==> src/rtl/display_scan_ctrl.sv <==
// -----------------------------------------------------------------------------
// display_scan_ctrl
//
// Drives the stopwatch's 4-digit, time-multiplexed 7-segment display.
// It steps through digits 0..3, each held for REFRESH_DIV clock cycles (one
// "slot"). At the start of every slot the anodes are kept off for BLANK_CYC
// cycles so that segment data settling on the new digit cannot ghost onto
// the previous one. Leading zeros can be suppressed on request.
//
// Parameters
//   REFRESH_DIV  clock cycles per digit slot (>= 2)
//   BLANK_CYC    dead-time cycles at the start of each slot (< REFRESH_DIV)
//
// Ports
//   clk        in   system clock, rising edge
//   reset_n    in   asynchronous active-low reset
//   en         in   display enable; 0 = dark, scan parked at slot 0
//   lz_blank   in   1 = blank leading-zero digits
//   digit_nz   in   [3:0] per-digit nonzero flags, bit 3 = most significant
//   dp_en      in   decimal point enable
//   dp_pos     in   [1:0] digit index carrying the decimal point
//   sel        out  [1:0] digit index for the downstream 4:1 digit mux
//   an         out  [3:0] anode enables, active-low, at most one bit low
//   dp_n       out  decimal point segment, active-low
//   slot_tick  out  one-cycle pulse in the last cycle of every slot
//
// All outputs are registered. They are decoded from the next-state values
// of the scan counter and digit index, so in any cycle they describe the
// same slot position that cnt_q/sel_q hold.
// -----------------------------------------------------------------------------
module display_scan_ctrl #(
  parameter int unsigned REFRESH_DIV = 50000,
  parameter int unsigned BLANK_CYC   = 16
) (
  input  logic       clk,
  input  logic       reset_n,
  input  logic       en,
  input  logic       lz_blank,
  input  logic [3:0] digit_nz,
  input  logic       dp_en,
  input  logic [1:0] dp_pos,
  output logic [1:0] sel,
  output logic [3:0] an,
  output logic       dp_n,
  output logic       slot_tick
);

  // Counter width; guarded so a degenerate parameter never yields width 0.
  localparam int unsigned CW = (REFRESH_DIV > 1) ? $clog2(REFRESH_DIV) : 1;

  localparam logic [CW-1:0] CNT_LAST  = CW'(REFRESH_DIV - 1);
  localparam logic [CW-1:0] CNT_BLANK = CW'(BLANK_CYC);
  localparam logic          SKIP_BLANK = (BLANK_CYC == 0) ? 1'b1 : 1'b0;

  typedef enum logic [1:0] {
    ST_OFF   = 2'd0,
    ST_BLANK = 2'd1,
    ST_DRIVE = 2'd2
  } state_e;

  state_e          state_q, state_d;
  logic [CW-1:0]   cnt_q, cnt_d;
  logic [1:0]      sel_q, sel_d;
  logic [3:0]      an_q, an_d;
  logic            dp_n_q, dp_n_d;
  logic            tick_q, tick_d;
  logic            digit_blank_s;

  // A digit s >= 1 is a leading zero when it and every more significant
  // digit are zero. Digit 0 is never blanked so an all-zero value shows "0".
  function automatic logic lz_blanked(input logic [1:0] s,
                                      input logic [3:0] nz,
                                      input logic       lz);
    logic upper_zero;
    upper_zero = 1'b0;
    case (s)
      2'd1:    upper_zero = (nz[3:1] == 3'b000);
      2'd2:    upper_zero = (nz[3:2] == 2'b00);
      2'd3:    upper_zero = (nz[3] == 1'b0);
      default: upper_zero = 1'b0;
    endcase
    return lz & upper_zero;
  endfunction

  // Scan sequencing: next state, counter and digit index.
  always_comb begin
    state_d = state_q;
    cnt_d   = cnt_q;
    sel_d   = sel_q;
    if (!en) begin
      // Dropping enable parks the scan so it always restarts at slot 0.
      state_d = ST_OFF;
      cnt_d   = {CW{1'b0}};
      sel_d   = 2'd0;
    end else begin
      case (state_q)
        ST_OFF: begin
          cnt_d = {CW{1'b0}};
          sel_d = 2'd0;
          if (SKIP_BLANK) begin
            state_d = ST_DRIVE;
          end else begin
            state_d = ST_BLANK;
          end
        end
        ST_BLANK, ST_DRIVE: begin
          if (cnt_q == CNT_LAST) begin
            // Slot wrap: advance digit (mod 4 by natural overflow).
            cnt_d = {CW{1'b0}};
            sel_d = sel_q + 2'd1;
            if (SKIP_BLANK) begin
              state_d = ST_DRIVE;
            end else begin
              state_d = ST_BLANK;
            end
          end else begin
            cnt_d = cnt_q + {{(CW-1){1'b0}}, 1'b1};
            sel_d = sel_q;
            if (cnt_d >= CNT_BLANK) begin
              state_d = ST_DRIVE;
            end else begin
              state_d = ST_BLANK;
            end
          end
        end
        default: begin
          // Unreachable encoding: recover to a safe dark state.
          state_d = ST_OFF;
          cnt_d   = {CW{1'b0}};
          sel_d   = 2'd0;
        end
      endcase
    end
  end

  // Output decode from next-state values so outputs line up with cnt/sel.
  always_comb begin
    an_d          = 4'hF;
    dp_n_d        = 1'b1;
    tick_d        = 1'b0;
    digit_blank_s = lz_blanked(sel_d, digit_nz, lz_blank);
    if ((state_d == ST_DRIVE) && !digit_blank_s) begin
      an_d = ~(4'b0001 << sel_d);
      if (dp_en && (sel_d == dp_pos)) begin
        dp_n_d = 1'b0;
      end else begin
        dp_n_d = 1'b1;
      end
    end else begin
      an_d   = 4'hF;
      dp_n_d = 1'b1;
    end
    // The tick marks every slot end, whether or not the digit was shown.
    if ((state_d != ST_OFF) && (cnt_d == CNT_LAST)) begin
      tick_d = 1'b1;
    end else begin
      tick_d = 1'b0;
    end
  end

  // State, counter and registered outputs.
  always_ff @(posedge clk or negedge reset_n) begin
    if (!reset_n) begin
      state_q <= ST_OFF;
      cnt_q   <= {CW{1'b0}};
      sel_q   <= 2'd0;
      an_q    <= 4'hF;
      dp_n_q  <= 1'b1;
      tick_q  <= 1'b0;
    end else begin
      state_q <= state_d;
      cnt_q   <= cnt_d;
      sel_q   <= sel_d;
      an_q    <= an_d;
      dp_n_q  <= dp_n_d;
      tick_q  <= tick_d;
    end
  end

  assign sel       = sel_q;
  assign an        = an_q;
  assign dp_n      = dp_n_q;
  assign slot_tick = tick_q;

endmodule

==> config.mk <==
export PLATFORM = sky130hd
export DESIGN_NAME = display_scan_ctrl
export DESIGN_NICKNAME = d
export VERILOG_FILES = /design/src/rtl/display_scan_ctrl.sv
export SDC_FILE = /design/constraint.sdc
export NUM_CORES = 1
export LEC_CHECK = 0
export ABC_CLOCK_PERIOD_IN_PS = 2200
export CORE_AREA = 2 2 53 55
export CTS_BUF_LIST = sky130_fd_sc_hd__clkbuf_16
export DETAILED_ROUTE_END_ITERATION = 6
export DIE_AREA = 0 0 55 57
export DONT_BUFFER_PORTS = 1
export PLACE_DENSITY = 0.87
export SLEW_MARGIN = 25
export SYNTH_ARGS = -nofsm -noshare
export SYNTH_HDL_FRONTEND = slang
export SYNTH_SLANG_ARGS = --single-unit
==> constraint.sdc <==
create_clock -name clk -period 2.2 [get_ports clk]
set_input_delay 0.44 -clock clk [delete_from_list [all_inputs] [get_ports clk]]
set_output_delay 0.44 -clock clk [all_outputs]
set_load 0.03 [all_outputs]
==> results of run 1 <==
-- synth_stat cells, types with 2 or more instances --
cell type	count
a21o_1	2
a21oi_1	3
a31oi_1	2
buf_2	6
dfrtp_1	21
dfstp_2	5
ha_1	4
inv_1	7
nand2_1	11
nand3_1	8
nand4_1	11
nand4b_1	3
nor2_1	22
nor3_1	5
nor4_1	2
o21ai_0	2
o311ai_0	2
o31ai_1	2
xnor2_1	8
xor2_1	9
-- per-stage QoR --
step	std cells	utilization	setup WS (ns)	cell area, sq um	setup TNS, ns
floorplan	163	-	0.216	1540	0
global placement	192	0.602	0.0384	1570	0
detailed placement	192	0.602	-0.0598	1570	-0.183
CTS	197	0.652	0.00154	1700	0
global route	202	0.680	-0.0761	1780	-0.226
finish	202	0.680	0.0303	1780	0
-- power by group through the flow --
| stage | logic, W | registers (W) | clock network [W] |
|---|---|---|---|
| floorplan | 0.0000252 | 0.000492 | 0 |
| finish | 0.0000482 | 0.000483 | 0.000530 |
| detailed placement | 0.0000333 | 0.000493 | 0 |
| global placement | 0.0000312 | 0.000493 | 0 |
| CTS | 0.0000439 | 0.000485 | 0.000526 |
| global route | 0.0000537 | 0.000483 | 0.000548 |
-- flip-flops by register name (all words and copies together), names as in the netlist --
register / cells
dp_n: 1
cnt_q: 16
sel: 2
slot_tick: 1
an: 4
state_q: 2
-- worst max-delay path, delay by kind of cell, from the launching register on --
family | cells | cell delay [ns]
compound gates | 3 | 0.60
fa+ha+maj | 1 | 0.22
flops | 1 | 0.36
simple gates | 3 | 0.88
-- what timing repair did --
action	CTS	global route
pin swaps	0	6
hold buffers	1	0
setup endpoints to repair	6	8
endpoints found under the hold margin	21	0
setup buffers	0	5
gates resized for setup	2	10
-- routing by layer --
| metal | wire length [um] | track usage | vias to the layer above |
|---|---|---|---|
| met1 | 1520 | 0.317 | 670 |
| met2 | 2030 | 0.429 | 57 |
| met4 | 121 | 0.129 | 0 |
| li1 | - | - | 597 |
| met3 | 229 | 0.0550 | 12 |
| met5 | 0 | 0 | - |
-- worst max path at each step --
stage | startpoint | end | slack [ns] | cells after the start
final | cnt_q[0] | dp_n | 0.03 | 7
after global routing | cnt_q[0] | dp_n | -0.08 | 7
after CTS | cnt_q[0] | dp_n | 0.002 | 7
after detailed placement | cnt_q[0] | dp_n | -0.06 | 7
after global placement | cnt_q[0] | dp_n | 0.04 | 7
after floorplan | cnt_q[7] | dp_n | 0.22 | 7
-- cell type report --
| class | instances | area (sq um) | area share |
|---|---|---|---|
| inverter | 8 | 30.0 | 0.0169 |
| timing repair buffer | 12 | 87.6 | 0.0493 |
| multi-input combinational | 121 | 858 | 0.483 |
| clock buffer | 3 | 75.1 | 0.0422 |
| clock inverter | 1 | 30.0 | 0.0169 |
| tap | 31 | 38.8 | 0.0218 |
| sequential | 26 | 658 | 0.370 |
-- cell families after synthesis --
kind of cell               after synthesis  share of synthesized area
buffers and inverters                   16                     0.0497
DFF                                     26                      0.428
AOI/OAI and AO/OA                       20                     0.0945
and+or+nand+nor                         80                      0.299
adders and majority gates                4                     0.0326
xor gates and xnor gates                17                     0.0969
==> impl_metrics.py, run 1 <==
metrics = {
    "power": {
        "pwr-share-seq": 0.455,
        "total_power_w": 0.00106,
        "p_switching_w": 0.000201,
        "vdd_ir_drop_max_mv": 0.542,
        "p_sw_frac": 0.189,
        "power.share.combinational": 0.045,
        "clockPowerShare": 0.499,
        "power.internal_w": 0.000861,
        "power_leakage_nw": 0.699,
        "power_density_nw_per_um2": 597,
    },
    "setup_path": {
        "reg2reg_depth": 7,
        "rr_endpoint": "dp_n",
        "worst_setup_path_start_kind": "flop",
        "cp_slowest_cell": "nor4_4",
        "arrival_ns": 2.33,
        "reg2reg_from": "cnt_q[0]",
        "slowest_delay_ns": 0.52,
        "cp_max_fo": 6,
        "worstSetupPathType": "reg2reg",
        "cp.required_ns": 2.36,
        "reg2reg_slack_ns": 0.03,
        "worst_setup_path_end_kind": "flop",
        "path_cells": "ha_2 > nand4b_1 > nor4_4 > a21bo_1 > o31ai_2 > a32oi_2 > nand4_1",
    },
    "drt": {
        "vias_per_cell": 6.61,
        "wl_per_cell_um": 19.3,
        "route.vias.total": 1336,
        "ant_nets": 0,
        "first_iter_violations": 56,
        "drc": 0,
        "wirelength_um": 3900,
        "drtPass1Iterations": 4,
    },
    "yosys": {
        "synth_cells": 163,
        "yosysSeqAreaShare": 0.428,
        "ys_types": 48,
        "synth-main-ff-cell": "dfrtp_1",
        "async_flop_share": 1.00,
        "synth_top_area_cell": "dfrtp_1",
        "synth_top_area_share": 0.342,
        "syn_area_per_cell_sq_um": 9.43,
        "ys_ff_latch": 26,
        "synth-edff-count": 0,
        "synth.net_count": 178,
        "yosys_warnings": 0,
        "synth_area_leaders": "dfrtp_1, dfstp_2, nor2_1, xor2_1, xnor2_1",
        "syn_area_sq_um": 1540,
    },
    "clock_network": {
        "path_clk_slew_ns": 0.07,
        "cts_buffers": 3,
        "clock_latency_ns": 0.26,
        "cts_tree": "yes",
        "cts_buffer_depth": 2,
        "htreeDepth": 1,
        "clock-sinks": 26,
        "cts_root_buffer": "clkbuf_16",
    },
    "timing": {
        "slew_violations": 0,
        "slew_headroom": 0.669,
        "hold-worst-slack_ns": 0.0176,
        "worstMarginPinSlew_ns": 0.496,
        "fin_crit_ns": 2.17,
        "finalSetupViolCount": 0,
        "max_freq_ghz": 0.461,
        "period_share": 0.986,
        "finClkSkew_ns": 0.00339,
        "hold_viol_final": 0,
    },
    "layout": {
        "fin_nets": 187,
        "layout_common_cells": "nor2_1, dfrtp_1, nand2_1, nand4_1, buf_4",
        "antenna_cells": 0,
        "fillers": 189,
        "area_delta_synth_final_pct": 15.7,
        "drive_gt1_frac": 0.228,
        "final_common_cell": "nor2_1",
    },
    "global_route": {
        "grt_pass1_vias": 1258,
        "grt.overflow.total": 0,
        "grt_antenna_before_repair": 0,
        "grt_max_degree": 22,
        "grt_pass1_wl_um": 5850,
        "track_usage": 0.261,
    },
    "floorplanning": {
        "dieArea_sq_um": 3140,
        "rows": 19,
        "initial_utilization": 0.588,
        "die-height_um": 57,
        "core_area_sq_um": 2620,
        "pin_count": 19,
        "die_w_um": 55,
    },
    "run": {
        "drv_cap": 0,
    },
    "status": {
        "status": "complete, no violations",
    },
    "min_path": {
        "hold_class": "in2async",
    },
    "placed_design": {
        "routabilityCongestion": 0.910,
        "dpl.hpwl_um": 2380,
        "io_buffers": 0,
    },
}
Power figures use the tool's default switching activity.
==> inputs of run 2 (changes only) <==
--- a/config.mk
+++ b/config.mk
@@ -5,13 +5,13 @@
 export SDC_FILE = /design/constraint.sdc
 export NUM_CORES = 1
 export LEC_CHECK = 0
-export ABC_CLOCK_PERIOD_IN_PS = 2200
-export CORE_AREA = 2 2 53 55
+export ABC_CLOCK_PERIOD_IN_PS = 2800
+export CORE_AREA = 2 2 52 54
 export CTS_BUF_LIST = sky130_fd_sc_hd__clkbuf_16
 export DETAILED_ROUTE_END_ITERATION = 6
-export DIE_AREA = 0 0 55 57
+export DIE_AREA = 0 0 54 56
 export DONT_BUFFER_PORTS = 1
-export PLACE_DENSITY = 0.87
+export PLACE_DENSITY = 0.9
 export SLEW_MARGIN = 25
 export SYNTH_ARGS = -nofsm -noshare
 export SYNTH_HDL_FRONTEND = slang
==> constraint.sdc (replaced) <==
create_clock -name clk -period 2.8 [get_ports clk]
set_input_delay 0.56 -clock clk [delete_from_list [all_inputs] [get_ports clk]]
set_output_delay 0.56 -clock clk [all_outputs]
set_load 0.03 [all_outputs]
==> run 2 against run 1 <==
Sequential share of layout area up 3.7 points. Global-route usage down 0.37 points. Critical path depth down 1. Clock power down 41%. Maximum frequency down 7.9%. Wire length down 12%. Worst hold slack better by 0.12 ns. Sequential power down 21%. Largest cell class unchanged. Die area down 3.5%. Cell area down 9.4%. First-iteration DRC count down 1.8%.
==> impl_metrics.py, run 2 (synthesized netlist as in run 1, its figures left out) <==
metrics = {
    "drt": {
        "ant_nets": 0,
        "drc": 0,
        "wirelength_um": 3440,
        "first_iter_violations": 55,
        "route.vias.total": 1274,
        "drtPass1Iterations": 4,
        "vias_per_cell": 6.71,
        "wl_per_cell_um": 18.1,
    },
    "power": {
        "p_switching_w": 0.000147,
        "vdd_ir_drop_max_mv": 0.354,
        "p_sw_frac": 0.203,
        "power.internal_w": 0.000579,
        "total_power_w": 0.000726,
        "power.share.combinational": 0.042,
        "pwr-share-seq": 0.524,
        "power_density_nw_per_um2": 451,
        "clockPowerShare": 0.434,
        "power_leakage_nw": 0.623,
    },
    "min_path": {
        "hold_class": "in2async",
    },
    "timing": {
        "finalSetupViolCount": 0,
        "finClkSkew_ns": 0.00117,
        "hold_viol_final": 0,
        "worstMarginPinSlew_ns": 0.563,
        "final.setup.worst_slack_ns": 0.444,
        "fin_crit_ns": 2.36,
        "rsz0062_at_grt": "no",
        "slew_headroom": 0.620,
        "max_freq_ghz": 0.424,
        "period_share": 0.841,
        "setup_tns_ns": 0,
        "slew_violations": 0,
    },
    "setup_path": {
        "cp_slowest_cell": "dfrtp_1",
        "cp_max_fo": 9,
        "worstSetupPathType": "reg2reg",
        "path_cells": "nand3_1 > nor2_1 > o311ai_0 > and4_1 > a41oi_1 > nand4_1",
        "crit_buf_inv": 0,
        "cp_top_family": "simple AND/OR/NAND/NOR gates",
        "arrival_ns": 2.50,
        "slowest_delay_ns": 0.49,
        "worst_setup_path_end_kind": "flop",
        "cp.required_ns": 2.95,
        "worst_setup_path_start_kind": "flop",
    },
    "layout": {
        "largest_reg_flops": 16,
        "antenna_cells": 0,
        "final_core_util": 0.663,
        "fillers": 181,
        "drive_gt1_frac": 0.106,
        "design_area_sq_um": 1610,
        "multiInputGateArea_sq_um": 803,
        "top_register": "cnt_q",
        "fin_nets": 176,
        "final_common_cell": "nor2_1",
        "area_delta_synth_final_pct": 4.89,
        "layout_common_cells": "nor2_1, dfrtp_1, nand2_1, nand4_1, xor2_1",
        "ff_latch_area_sq_um": 657,
    },
    "floorplanning": {
        "core_area_sq_um": 2430,
        "initial_utilization": 0.632,
        "pin_count": 19,
        "rows": 18,
        "die-height_um": 56,
        "die_w_um": 54,
        "dieArea_sq_um": 3020,
    },
    "placed_design": {
        "routabilityCongestion": 0.850,
        "dp_slack_ns": 0.526,
        "place_area_sq_um": 1530,
        "io_buffers": 0,
        "dpl.hpwl_um": 2370,
    },
    "clock_network": {
        "clock_latency_ns": 0.26,
        "post-cts-setup-buffer-count": 0,
        "cts_buffer_depth": 2,
        "cts_buffers": 3,
        "cts_resized": 0,
        "clock-sinks": 26,
        "cts_tree": "yes",
        "cts_root_buffer": "clkbuf_16",
        "cts_hold_repair.buffers": 1,
        "htreeDepth": 1,
        "path_clk_slew_ns": 0.06,
    },
    "global_route": {
        "grt_pass1_wl_um": 5760,
        "grt_antenna_before_repair": 0,
        "grt_max_degree": 22,
        "track_usage": 0.257,
        "grt.overflow.total": 0,
        "grt_pass1_vias": 1264,
    },
    "run": {
        "drv_cap": 0,
    },
    "status": {
        "status": "complete, no violations",
    },
}
-- run 2: cell count changes in the layout (fill, tap and decap cells not counted), sizes merged --
cell / change
buf: -11
bufinv: -1
clkinv: +1
-- run 2: worst paths after layout --
kind,startpoint,end,slack (ns),cells past startpoint
worst max-delay path,cnt_q[4],dp_n,0.44,6
worst min-delay path,reset_n,an[2],0.14,0
worst max register to register,cnt_q[4],dp_n,0.44,6
worst min register to register,cnt_q[0],cnt_q[0],0.54,1
max in group asynchronous,reset_n,cnt_q[15],2.25,1
min in group clk,en,an[0],0.46,2
-- run 2: layout make-up --
type | count | area share
Inverter | 8 | 0.0186
Sequential cell | 26 | 0.408
Clock inverter | 1 | 0.00233
Timing Repair Buffer | 1 | 0.00311
Multi-Input combinational cell | 121 | 0.498
Clock buffer | 3 | 0.0466
Tap cell | 30 | 0.0233
-- run 2: metal layers --
metal,global-route usage,wire [um],share of wire
met2,0.401,1770,0.51
met3,0.0833,243,0.071
met4,0.168,140,0.041
met5,0,0,0
met1,0.291,1280,0.37
-- run 2: stage by stage --
| step | hold WS [ns] | std cells |
|---|---|---|
| after CTS | 0.137 | 190 |
| after floorplan | 0.264 | 163 |
| final | 0.138 | 190 |
| after global placement | 0.265 | 185 |
| after global routing | 0.129 | 190 |
| after detailed placement | 0.265 | 185 |
-- run 2: power groups by stage --
stage / combinational, W / clock, W / sequential [W]
floorplan: 0.0000198 / 0 / 0.000387
global placement: 0.0000221 / 0 / 0.000387
detailed placement: 0.0000237 / 0 / 0.000388
CTS: 0.0000311 / 0.000316 / 0.000381
global route: 0.0000341 / 0.000335 / 0.000381
finish: 0.0000304 / 0.000315 / 0.000381
==> inputs of run 3 (changes only) <==
--- a/config.mk
+++ b/config.mk
@@ -5,13 +5,13 @@
 export SDC_FILE = /design/constraint.sdc
 export NUM_CORES = 1
 export LEC_CHECK = 0
-export ABC_CLOCK_PERIOD_IN_PS = 2800
-export CORE_AREA = 2 2 52 54
+export ABC_CLOCK_PERIOD_IN_PS = 1900
+export CORE_AREA = 2 2 56 58
 export CTS_BUF_LIST = sky130_fd_sc_hd__clkbuf_16
 export DETAILED_ROUTE_END_ITERATION = 6
-export DIE_AREA = 0 0 54 56
+export DIE_AREA = 0 0 58 60
 export DONT_BUFFER_PORTS = 1
-export PLACE_DENSITY = 0.9
+export PLACE_DENSITY = 0.83
 export SLEW_MARGIN = 25
 export SYNTH_ARGS = -nofsm -noshare
 export SYNTH_HDL_FRONTEND = slang
==> constraint.sdc (replaced) <==
create_clock -name clk -period 1.9 [get_ports clk]
set_input_delay 0.38 -clock clk [delete_from_list [all_inputs] [get_ports clk]]
set_output_delay 0.38 -clock clk [all_outputs]
set_load 0.03 [all_outputs]
==> run 3 against run 2 <==
Final cell count rose by 24%. Count of clock-buffer cells in the layout did not move. Combinational power rose by 150%. Sequential share of layout area fell by 9.5 points. Sequential power rose by 48%. Non-clock buffer count rose by 42. Largest power group is now the clock network. The run now ends with negative setup slack left.
==> impl_metrics.py, run 3 (synthesized netlist as in run 1, its figures left out) <==
metrics = {
    "power": {
        "power_leakage_nw": 0.867,
        "total_power_w": 0.00125,
        "vdd_ir_drop_max_mv": 0.767,
        "power_density_nw_per_um2": 590,
    },
    "clock_network": {
        "htreeDepth": 1,
        "cts_buffers": 3,
        "clock-sinks": 26,
        "cts_buffer_depth": 2,
        "clock_latency_ns": 0.26,
        "cts_tree": "yes",
        "cts_root_buffer": "clkbuf_16",
        "path_clk_slew_ns": 0.07,
    },
    "timing": {
        "period_share": 1.09,
        "slew_violations": 0,
        "rsz0062_at_grt": "yes",
        "hold_viol_final": 0,
        "finalSetupViolCount": 8,
        "slew_headroom": 0.721,
        "worstMarginPinSlew_ns": 0.413,
        "fin_crit_ns": 2.08,
        "final.setup.worst_slack_ns": -0.178,
        "finClkSkew_ns": 0.00507,
        "max_freq_ghz": 0.481,
    },
    "drt": {
        "vias_per_cell": 6.33,
        "wirelength_um": 4440,
        "drc": 0,
        "ant_nets": 0,
        "first_iter_violations": 160,
        "drtPass1Iterations": 5,
        "route.vias.total": 1487,
        "wl_per_cell_um": 18.9,
    },
    "setup_path": {
        "arrival_ns": 2.25,
        "worstSetupPathType": "reg2reg",
        "reg2reg_from": "cnt_q[3]",
        "reg2reg_depth": 6,
        "reg2reg_slack_ns": -0.18,
        "cp_max_fo": 6,
        "cp.required_ns": 2.08,
        "cp-endpoint": "an[3]",
        "worst_setup_path_end_kind": "flop",
        "rr_endpoint": "an[3]",
        "startpoint": "cnt_q[3]",
        "worst_setup_path_start_kind": "flop",
    },
    "floorplanning": {
        "core_area_sq_um": 2900,
        "rows": 20,
        "die-height_um": 60,
        "initial_utilization": 0.529,
        "die_w_um": 58,
        "dieArea_sq_um": 3480,
        "pin_count": 19,
    },
    "layout": {
        "drive_gt1_frac": 0.391,
        "final_common_cell": "buf_4",
        "fin_nets": 218,
        "largest_reg_flops": 16,
        "final_core_util": 0.728,
        "design_area_sq_um": 2110,
        "fillers": 175,
        "layout_common_cells": "buf_4, nor2_1, dfrtp_1, nand2_1, nand4_1",
        "area_delta_synth_final_pct": 37.5,
        "final_cells": 235,
        "antenna_cells": 0,
        "top_register": "cnt_q",
    },
    "global_route": {
        "grt_max_degree": 27,
        "grt.overflow.total": 0,
        "grt_pass1_wl_um": 6290,
        "grt_antenna_before_repair": 0,
        "grt_pass1_vias": 1423,
        "track_usage": 0.243,
    },
    "placed_design": {
        "routabilityCongestion": 0.898,
        "place_area_sq_um": 1820,
        "dpl.hpwl_um": 2770,
        "dp_slack_ns": -0.306,
        "dp.cells": 226,
        "io_buffers": 0,
    },
    "status": {
        "violations": "negative setup slack",
        "status": "finished, violations left",
    },
    "run": {
        "drv_cap": 0,
    },
    "min_path": {
        "hold_class": "in2reg",
    },
}
==> run 3: changes by cell type in the layout (fill, tap and decap cells not counted), moves of 2 or more <==
| cell | change |
|---|---|
| xor2_1 | -2 |
| nor4_1 | -2 |
| nand3_1 | -2 |
| nor4_2 | +2 |
| buf_4 | +39 |
| dfrtp_2 | +2 |
| buf_6 | +2 |
| dfrtp_1 | -2 |
| xor2_2 | +2 |
==> run 3: per-stage QoR <==
stage	hold WS [ns]	setup TNS [ns]
after floorplan	0.0844	-0.000456
after global placement	0.0851	-0.981
after detailed placement	0.0850	-1.85
after CTS	0.268	-0.676
after global routing	0.262	-1.70
final	0.267	-1.23
==> run 3: worst min path at each step <==
| stage | start | end | slack, ns | depth (start not counted) |
|---|---|---|---|---|
| after floorplan | reset_n | cnt_q[0] | 0.08 | 0 |
| after global placement | reset_n | cnt_q[7] | 0.09 | 0 |
| after detailed placement | reset_n | cnt_q[7] | 0.09 | 0 |
| after CTS | en | an[0] | 0.27 | 2 |
| after global routing | en | an[0] | 0.26 | 2 |
| final | dp_pos[0] | dp_n | 0.27 | 2 |
==> run 3: area by class of cell <==
class	instances	area, sq um	area share
Multi-Input combinational cell	121	931	0.441
Sequential cell	26	659	0.312
Timing Repair Buffer	43	345	0.164
Clock buffer	3	75.1	0.0355
Tap cell	33	41.3	0.0195
Clock inverter	1	30.0	0.0142
Inverter	8	30.0	0.0142
==> run 3: timing repair <==
action	CTS	global route
gates resized for setup	13	17
pin swaps	12	9
endpoints found under the hold margin	26	0
buffers inserted	2	1
endpoints found under the setup margin	8	9
hold buffers	2	0
==> run 3: worst max-delay path, cell delays in order (launching register included) <==
cell      delay (ns)
dfrtp_1         0.49
nand4_1         0.28
nor3_1          0.35
xnor2_1         0.16
a21boi_2        0.21
a41oi_4         0.35
nand4_1         0.14
==> run 3: where the power goes <==
part	switching, W	total (W)	internal, W	leakage (nW)
Clock	0.000189	0.000608	0.000419	0.0511
Sequential	0.00000415	0.000562	0.000558	0.340
Combinational	0.0000412	0.0000751	0.0000340	0.475
==> run 3: routing by layer <==
| layer | GRT usage | routed length [um] | vias to the layer above |
|---|---|---|---|
| met5 | 0 | 0 | - |
| met4 | 0.120 | 153 | 0 |
| met3 | 0.0606 | 274 | 18 |
| met2 | 0.459 | 2380 | 93 |
| met1 | 0.248 | 1630 | 722 |
| li1 | - | - | 654 |
